**config.mk**
```make
export PLATFORM = sky130hd
export DESIGN_NAME = st7735_panel_rx_flat
export DESIGN_NICKNAME = d
export VERILOG_FILES = /design/src/rtl/st7735_panel_rx_pkg.sv /design/src/rtl/st7735_panel_rx_if.sv /design/src/rtl/st7735_panel_rx_spi_mode0_rx.sv /design/src/rtl/st7735_panel_rx.sv /design/src/flat_wrapper.sv
export SDC_FILE = /design/constraint.sdc
export NUM_CORES = 1
export LEC_CHECK = 0
export CORE_UTILIZATION = 50
export DETAILED_ROUTE_END_ITERATION = 16
export DONT_BUFFER_PORTS = 1
export PLACE_DENSITY = 0.65
export RECOVER_POWER = 25
export SYNTH_ARGS = -nofsm -noshare
export SYNTH_HDL_FRONTEND = slang
export SYNTH_HIERARCHICAL = 1
export SYNTH_SLANG_ARGS = --single-unit
```
**constraint.sdc**
```tcl
create_clock -name clk -period 2.1 [get_ports clk]
set_input_delay 0.42 -clock clk [delete_from_list [all_inputs] [get_ports clk]]
set_output_delay 0.42 -clock clk [all_outputs]
set_load 0.005 [all_outputs]
```
**src/rtl/st7735_panel_rx_pkg.sv**
```systemverilog
// Shared opcodes, decoder state encoding and reference colours for the
// ST7735 panel receiver.
package st7735_pkg;

    localparam logic [7:0] CMD_SWRESET = 8'h01;
    localparam logic [7:0] CMD_SLPOUT  = 8'h11;
    localparam logic [7:0] CMD_CASET   = 8'h2A;
    localparam logic [7:0] CMD_RASET   = 8'h2B;
    localparam logic [7:0] CMD_RAMWR   = 8'h2C;

    typedef enum logic [2:0] {
        S_IDLE  = 3'd0,
        S_CASET = 3'd1,
        S_RASET = 3'd2,
        S_RAMWR = 3'd3,
        S_SKIP  = 3'd4
    } state_t;

    localparam logic [15:0] RGB565_RED   = 16'hF800;
    localparam logic [15:0] RGB565_GREEN = 16'h07E0;
    localparam logic [15:0] RGB565_BLUE  = 16'h001F;
    localparam logic [15:0] RGB565_WHITE = 16'hFFFF;

endpackage

```
**src/rtl/st7735_panel_rx_if.sv**
```systemverilog
// TFT pin bundle plus the decoded byte/pixel stream. The master side is
// whatever drives the panel pins; the slave side is the receiver.
interface st7735_panel_rx_if;
    logic        spi_sck;
    logic        spi_mosi;
    logic        tft_cs;
    logic        tft_dc;
    logic        byte_valid;
    logic [7:0]  byte_data;
    logic        byte_is_data;
    logic [7:0]  last_cmd;
    logic        pix_valid;
    logic [7:0]  pix_x;
    logic [7:0]  pix_y;
    logic [15:0] pix_data;
    logic        frame_done;

    modport master (
        output spi_sck, spi_mosi, tft_cs, tft_dc,
        input  byte_valid, byte_data, byte_is_data, last_cmd,
        input  pix_valid, pix_x, pix_y, pix_data, frame_done
    );

    modport slave (
        input  spi_sck, spi_mosi, tft_cs, tft_dc,
        output byte_valid, byte_data, byte_is_data, last_cmd,
        output pix_valid, pix_x, pix_y, pix_data, frame_done
    );
endinterface

```
**src/rtl/st7735_panel_rx_spi_mode0_rx.sv**
```systemverilog
// Mode 0 SPI byte receiver running entirely in the clk domain. The pins are
// synchronised, SCK rising edges are detected and registered together with
// the MOSI/DC values seen at that edge, then shifted in one cycle later.
// Because the registered edge is consumed before the CS clear is applied, an
// 8th edge that coincides with CS rising still completes its byte.
module spi_mode0_rx #(
    parameter int SYNC_STAGES = 2
) (
    input  logic       clk,
    input  logic       rst_n,
    input  logic       sck_i,
    input  logic       mosi_i,
    input  logic       cs_i,
    input  logic       dc_i,
    output logic       byte_valid_o,
    output logic [7:0] byte_data_o,
    output logic       byte_is_data_o
);

    // {sck, mosi, cs, dc} per stage
    logic [SYNC_STAGES-1:0][3:0] sync_q;
    logic       sck_s, mosi_s, cs_s, dc_s;
    logic       sck_prev_q;
    logic       edge_q, bit_q, dc_edge_q;
    logic [2:0] cnt_q;
    logic [7:0] shift_q;
    logic       dc_last_q;
    logic       done_q;
    logic       byte_valid_q;
    logic [7:0] byte_data_q;
    logic       byte_is_data_q;

    assign {sck_s, mosi_s, cs_s, dc_s} = sync_q[SYNC_STAGES-1];

    // Pin synchronisers
    always_ff @(posedge clk or negedge rst_n) begin
        if (!rst_n) begin
            sync_q <= '0;
        end else begin
            sync_q[0] <= {sck_i, mosi_i, cs_i, dc_i};
            for (int i = 1; i < SYNC_STAGES; i++) begin
                sync_q[i] <= sync_q[i-1];
            end
        end
    end

    // Edge detect, shift register, bit counter and byte output stage
    always_ff @(posedge clk or negedge rst_n) begin
        if (!rst_n) begin
            sck_prev_q     <= 1'b0;
            edge_q         <= 1'b0;
            bit_q          <= 1'b0;
            dc_edge_q      <= 1'b0;
            cnt_q          <= 3'd0;
            shift_q        <= 8'h00;
            dc_last_q      <= 1'b0;
            done_q         <= 1'b0;
            byte_valid_q   <= 1'b0;
            byte_data_q    <= 8'h00;
            byte_is_data_q <= 1'b0;
        end else begin
            sck_prev_q <= sck_s;
            edge_q     <= sck_s & ~sck_prev_q & ~cs_s;
            bit_q      <= mosi_s;
            dc_edge_q  <= dc_s;

            done_q <= 1'b0;
            if (edge_q) begin
                shift_q   <= {shift_q[6:0], bit_q};
                cnt_q     <= cnt_q + 3'd1;
                dc_last_q <= dc_edge_q;
                done_q    <= (cnt_q == 3'd7);
            end else if (cs_s) begin
                cnt_q <= 3'd0;
            end

            byte_valid_q <= done_q;
            if (done_q) begin
                byte_data_q    <= shift_q;
                byte_is_data_q <= dc_last_q;
            end
        end
    end

    assign byte_valid_o   = byte_valid_q;
    assign byte_data_o    = byte_data_q;
    assign byte_is_data_o = byte_is_data_q;

endmodule

```
**src/rtl/st7735_panel_rx.sv**
```systemverilog
// ST7735 panel-side receiver: command/data decoder, CASET/RASET window and
// RAMWR write pointer producing addressed RGB565 pixel writes.
//
//   state   | meaning
//   S_IDLE  | no command in progress, data bytes ignored
//   S_CASET | collecting 4 column-window parameter bytes
//   S_RASET | collecting 4 row-window parameter bytes
//   S_RAMWR | streaming pixel bytes, high byte first
//   S_SKIP  | unsupported command, parameters ignored
module st7735_panel_rx
    import st7735_pkg::*;
#(
    parameter int WIDTH       = 128,
    parameter int HEIGHT      = 160,
    parameter int SYNC_STAGES = 2
) (
    input  logic clk,
    input  logic rst_n,
    st7735_panel_rx_if.slave tft
);

    localparam logic [7:0] XE_RST = 8'(WIDTH - 1);
    localparam logic [7:0] YE_RST = 8'(HEIGHT - 1);

    logic       bv;
    logic [7:0] bd;
    logic       bisd;

    spi_mode0_rx #(.SYNC_STAGES(SYNC_STAGES)) u_rx (
        .clk           (clk),
        .rst_n         (rst_n),
        .sck_i         (tft.spi_sck),
        .mosi_i        (tft.spi_mosi),
        .cs_i          (tft.tft_cs),
        .dc_i          (tft.tft_dc),
        .byte_valid_o  (bv),
        .byte_data_o   (bd),
        .byte_is_data_o(bisd)
    );

    state_t      state_q, state_d;
    logic [1:0]  pcnt_q, pcnt_d;
    logic [7:0]  xs_q, xs_d, xe_q, xe_d, ys_q, ys_d, ye_q, ye_d;
    logic [7:0]  x_q, x_d, y_q, y_d;
    logic        half_q, half_d;
    logic [7:0]  hi_q, hi_d;
    logic [7:0]  last_cmd_q, last_cmd_d;
    logic        pix_valid_q, pix_valid_d;
    logic        frame_done_q, frame_done_d;
    logic [7:0]  pix_x_q, pix_x_d, pix_y_q, pix_y_d;
    logic [15:0] pix_data_q, pix_data_d;

    // Decoder state, window, pointer and pixel output registers
    always_ff @(posedge clk or negedge rst_n) begin
        if (!rst_n) begin
            state_q      <= S_IDLE;
            pcnt_q       <= 2'd0;
            xs_q         <= 8'h00;
            xe_q         <= XE_RST;
            ys_q         <= 8'h00;
            ye_q         <= YE_RST;
            x_q          <= 8'h00;
            y_q          <= 8'h00;
            half_q       <= 1'b0;
            hi_q         <= 8'h00;
            last_cmd_q   <= 8'h00;
            pix_valid_q  <= 1'b0;
            frame_done_q <= 1'b0;
            pix_x_q      <= 8'h00;
            pix_y_q      <= 8'h00;
            pix_data_q   <= 16'h0000;
        end else begin
            state_q      <= state_d;
            pcnt_q       <= pcnt_d;
            xs_q         <= xs_d;
            xe_q         <= xe_d;
            ys_q         <= ys_d;
            ye_q         <= ye_d;
            x_q          <= x_d;
            y_q          <= y_d;
            half_q       <= half_d;
            hi_q         <= hi_d;
            last_cmd_q   <= last_cmd_d;
            pix_valid_q  <= pix_valid_d;
            frame_done_q <= frame_done_d;
            pix_x_q      <= pix_x_d;
            pix_y_q      <= pix_y_d;
            pix_data_q   <= pix_data_d;
        end
    end

    // Byte decode: commands in any state, data bytes by state
    always_comb begin
        state_d      = state_q;
        pcnt_d       = pcnt_q;
        xs_d         = xs_q;
        xe_d         = xe_q;
        ys_d         = ys_q;
        ye_d         = ye_q;
        x_d          = x_q;
        y_d          = y_q;
        half_d       = half_q;
        hi_d         = hi_q;
        last_cmd_d   = last_cmd_q;
        pix_valid_d  = 1'b0;
        frame_done_d = 1'b0;
        pix_x_d      = pix_x_q;
        pix_y_d      = pix_y_q;
        pix_data_d   = pix_data_q;

        if (bv && !bisd) begin
            last_cmd_d = bd;
            half_d     = 1'b0;
            case (bd)
                CMD_CASET: begin
                    state_d = S_CASET;
                    pcnt_d  = 2'd0;
                end
                CMD_RASET: begin
                    state_d = S_RASET;
                    pcnt_d  = 2'd0;
                end
                CMD_RAMWR: begin
                    state_d = S_RAMWR;
                    x_d     = xs_q;
                    y_d     = ys_q;
                end
                CMD_SWRESET: begin
                    state_d = S_IDLE;
                    xs_d    = 8'h00;
                    xe_d    = XE_RST;
                    ys_d    = 8'h00;
                    ye_d    = YE_RST;
                end
                default: state_d = S_SKIP;
            endcase
        end else if (bv) begin
            case (state_q)
                S_CASET: begin
                    // high parameter bytes are ignored: coordinates are 8-bit
                    if (pcnt_q == 2'd1) xs_d = bd;
                    if (pcnt_q == 2'd3) begin
                        xe_d    = bd;
                        state_d = S_IDLE;
                    end
                    pcnt_d = pcnt_q + 2'd1;
                end
                S_RASET: begin
                    if (pcnt_q == 2'd1) ys_d = bd;
                    if (pcnt_q == 2'd3) begin
                        ye_d    = bd;
                        state_d = S_IDLE;
                    end
                    pcnt_d = pcnt_q + 2'd1;
                end
                S_RAMWR: begin
                    if (!half_q) begin
                        hi_d   = bd;
                        half_d = 1'b1;
                    end else begin
                        half_d       = 1'b0;
                        pix_valid_d  = 1'b1;
                        pix_data_d   = {hi_q, bd};
                        pix_x_d      = x_q;
                        pix_y_d      = y_q;
                        frame_done_d = (x_q == xe_q) && (y_q == ye_q);
                        // XS > XE simply wraps through 255
                        if (x_q == xe_q) begin
                            x_d = xs_q;
                            y_d = (y_q == ye_q) ? ys_q : y_q + 8'd1;
                        end else begin
                            x_d = x_q + 8'd1;
                        end
                    end
                end
                default: ;
            endcase
        end
    end

    assign tft.byte_valid   = bv;
    assign tft.byte_data    = bd;
    assign tft.byte_is_data = bisd;
    assign tft.last_cmd     = last_cmd_q;
    assign tft.pix_valid    = pix_valid_q;
    assign tft.pix_x        = pix_x_q;
    assign tft.pix_y        = pix_y_q;
    assign tft.pix_data     = pix_data_q;
    assign tft.frame_done   = frame_done_q;

endmodule
```
**src/flat_wrapper.sv**
```systemverilog
// flat-port wrapper written by rule: the top's interface ports become plain ports
module st7735_panel_rx_flat import st7735_pkg::*;
#(
    parameter int WIDTH       = 128,
    parameter int HEIGHT      = 160,
    parameter int SYNC_STAGES = 2
)
  (clk, rst_n, tft_spi_sck, tft_spi_mosi, tft_tft_cs, tft_tft_dc, tft_byte_valid, tft_byte_data, tft_byte_is_data, tft_last_cmd, tft_pix_valid, tft_pix_x, tft_pix_y, tft_pix_data, tft_frame_done);
  st7735_panel_rx_if tft_i ();
  input  logic clk;
  input  logic rst_n;
  input wire logic [$bits(tft_i.spi_sck)-1:0] tft_spi_sck;
  input wire logic [$bits(tft_i.spi_mosi)-1:0] tft_spi_mosi;
  input wire logic [$bits(tft_i.tft_cs)-1:0] tft_tft_cs;
  input wire logic [$bits(tft_i.tft_dc)-1:0] tft_tft_dc;
  output wire logic [$bits(tft_i.byte_valid)-1:0] tft_byte_valid;
  output wire logic [$bits(tft_i.byte_data)-1:0] tft_byte_data;
  output wire logic [$bits(tft_i.byte_is_data)-1:0] tft_byte_is_data;
  output wire logic [$bits(tft_i.last_cmd)-1:0] tft_last_cmd;
  output wire logic [$bits(tft_i.pix_valid)-1:0] tft_pix_valid;
  output wire logic [$bits(tft_i.pix_x)-1:0] tft_pix_x;
  output wire logic [$bits(tft_i.pix_y)-1:0] tft_pix_y;
  output wire logic [$bits(tft_i.pix_data)-1:0] tft_pix_data;
  output wire logic [$bits(tft_i.frame_done)-1:0] tft_frame_done;
  assign tft_i.spi_sck = tft_spi_sck;
  assign tft_i.spi_mosi = tft_spi_mosi;
  assign tft_i.tft_cs = tft_tft_cs;
  assign tft_i.tft_dc = tft_tft_dc;
  assign tft_byte_valid = tft_i.byte_valid;
  assign tft_byte_data = tft_i.byte_data;
  assign tft_byte_is_data = tft_i.byte_is_data;
  assign tft_last_cmd = tft_i.last_cmd;
  assign tft_pix_valid = tft_i.pix_valid;
  assign tft_pix_x = tft_i.pix_x;
  assign tft_pix_y = tft_i.pix_y;
  assign tft_pix_data = tft_i.pix_data;
  assign tft_frame_done = tft_i.frame_done;
  st7735_panel_rx #(.WIDTH(WIDTH), .HEIGHT(HEIGHT), .SYNC_STAGES(SYNC_STAGES)) u_core (.clk(clk), .rst_n(rst_n), .tft(tft_i));
endmodule
```
==> results.md <==
- Row cnt: 39
- Maximum clock insertion buffer count: 2
- Status: finished, violations left
- Distinct cells, synth: 52
- Worst-margin pin slew: 0.695 ns
- Placed Cells incl. Taps: 658
- Cell taking the most area after synthesis: dfrtp_1
- Dpl hpwl: 8250 um
- Most common cell in the netlist: dfrtp_1
- Placement Setup Slack: -0.0345 ns
- Worst-path fanout max: 16
- Post-CTS Setup Inserts: 0
- TritonCTS clock tree: yes
- Initial antenna violation count: 0
- Multi-input logic area: 2370 um^2
- Synth Warn #: 6
- Die area: 12500 um^2
- RSZ-0062 raised after global routing: yes
- Final Max Tran Viols: 0
- CP Data Required Time: 2.37 ns
- Ys async rst share: 100%
- Area of the mapped netlist: 6050 um^2
- Flip-flop and latch count after synthesis: 139
- Post-Layout Cell Count: 694
- Setup violations, final: 0
- CP endpoint kind: register
- Post-route DRC: 0
- Root buffer cell: clkbuf_16
- Vias in the first global route: 3879
- Core area: 11600 um^2
- Final Cycle Share: 96.7%
- First-pass GRT wire length: 20800 um
- Nets: 550
- Synth top area cells: dfrtp_1 52%, mux2_2 11%, dfstp_2 5.6%
- Placer Congestion: 0.839
- Critical Path AT: 2.30 ns
- Max_cap viols: 0
- CTS clk-pin slew, worst paths: 0.06 ns
- Fin area: 6980 um^2
- H-tree Lvls: 4
- Top cells by count, synth: 126 x dfrtp_1, 76 x nand2_1, 61 x mux2_2
- Area after DPL: 6340 um^2
- Final min period: 2.03 ns
- Tot GR Track Use: 21.9%
- Via/cell ratio: 5.53
- Layout cells sized above 1: 31.0%
- Register area: 3490 um^2
- Lkg Pwr: 3.32 nW
- Length of the first detailed-routing pass in iterations: 4
- VDD IR-drop max: 536 uV
- Total gr overflow: 0
- Failing checks: negative hold slack
- Final Util: 60.1%
- Pwr dens: 830 nW/um^2
- CP Class: register to register
- Initial Utilization: 52.1%
- # diodes: 0
- Antenna Nets Post-Route: 0
- Cells after synthesis: 504
- DIE HEIGHT: 112 um
- Clock Latency Late Sink: 0.42 ns
- Cts bufs inserted: 17
- Hold slack: -0.304 ns
- Worst Setup Slack, final: 0.0687 ns
- Main synth FF type: dfrtp_1
- I/O pin count: 58
- Avg Cell Area, Syn: 12.0 um^2
- Die X-Extent: 112 um
- Maximum number of pins on one net before global-route repair: 140
- Hold Path Class: input pin to asynchronous set/reset pin
- FMAX: 492 MHz
- Final wirelength: 12400 um
- Synth top area share: 52.1%
- Clk_skew: 0.00939 ns
- Rel. slew slack: 53.7%
- Number of flops mapped to enable cells by yosys: 0
- CTS sink cnt: 139
- DRT iter0 DRCs: 281
- Area grow syn2layout: 15.4%
- Input/output buffers: 0
- Filler cells: 944
- Via count: 3840
- Drt wl/cell: 17.9 um
- Startpoint types: register
- Post-synth net total: 516
- Final Hold Vio Count: 139
- Share of synthesized area occupied by flip-flops and latches: 57.8%
[state kept, by name, summed over array words and instances (netlist names), 2 cells and up]
name,flops
u_core/state_q,3
u_core/u_rx/sync_q,4
u_core/x_q,8
u_core/y_q,8
u_core/u_rx/shift_q,8
u_core/hi_q,8
u_core/pcnt_q,2
u_core/tft.last_cmd,8
u_core/u_rx/byte_data_o,8
u_core/xe_q,8
u_core/ys_q,8
u_core/u_rx/cnt_q,3
u_core/tft.pix_data,16
u_core/xs_q,8
u_core/tft.pix_y,8
u_core/tft.pix_x,8
u_core/ye_q,8
[worst max-delay path, cell delays in order, from the launching register on]
cell and delay, ns:
dfrtp_1 0.43, or3_4 0.42, nor4_4 0.49, o21ai_2 0.32
nand2_1 0.14, o21ai_0 0.08
[power by group]
group / internal (mW) / total [mW] / switching (mW)
Clock: 1.74 / 2.90 / 1.17
Sequential: 2.76 / 2.81 / 0.0526
Combinational: 0.0595 / 0.0796 / 0.0201
Total: 4.56 / 5.80 / 1.24
[per-stage QoR]
step           TNS, ns  power [mW]
2_1_floorplan        0        2.91
5_1_grt         -0.183        6.01
6_report             0        5.80
4_1_cts              0        5.85
3_5_place_dp    -0.135        2.93
3_3_place_gp   -0.0128        2.92
[layout make-up]
type / count / area share [%]
timing repair buffer: 41 / 4.55
multi-input combinational: 328 / 33.9
inverter: 11 / 0.592
tap: 143 / 2.56
clock buffer: 21 / 6.74
clock inverter: 11 / 1.58
sequential: 139 / 50.1
[worst paths after layout]
kind	cells after the start	slack [ns]	from	to
worst max-delay path	5	0.07	u_core/u_rx/byte_data_o[4]	u_core/xe_q[7]
worst min-delay path	0	-0.30	rst_n	u_core/tft.pix_x[3]
worst max register to register	5	0.07	u_core/u_rx/byte_data_o[4]	u_core/xe_q[7]
worst min register to register	0	0.35	u_core/u_rx/sync_q[3]	u_core/u_rx/sck_s
max in group asynchronous	0	2.14	rst_n	u_core/ye_q[4]
min in group clk	0	0.35	u_core/u_rx/sync_q[3]	u_core/u_rx/sck_s
[per-layer routing]
layer / part of all wire (%) / GRT usage (%) / vias up
li1: - / - / 1827
met1: 44 / 28.4 / 1912
met2: 49 / 34.8 / 82
met3: 5.3 / 6.64 / 19
met4: 1.7 / 8.27 / 0
met5: 0 / 0 / -
[logic make-up after synthesis]
| logic type | count (synthesis) | share of synthesized area [%] |
|---|---|---|
| compound gates | 85 | 9.39 |
| xor+xnor | 18 | 2.61 |
| simple gates | 146 | 12.2 |
| flops | 139 | 57.8 |
| buf+inv | 37 | 3.45 |
| fa+ha+maj | 6 | 1.24 |
| mux | 73 | 13.3 |
[placed cells by master, fill, tap and decap left out, drive strengths merged, types with 4 or more instances in the layout]
master,count
nor3,5
a21oi,9
nor2,18
dlygate4sd3,4
o21ai,47
and2,6
nand3,10
buf,37
o22ai,5
nand2,76
dfrtp,126
mux2,61
ha,6
nand2b,5
inv,15
nor4,5
nand4,4
a211oi,7
mux2i,12
clkbuf,21
xor2,16
dfstp,13
[what timing repair did]
action / CTS / global route
setup endpoints to repair: 5 / 10
endpoints found under the hold margin: 139 / 143
gates resized for setup: 1 / 3
pin swaps: 0 / 0
Note: power is estimated with default switching activity, not from simulation.
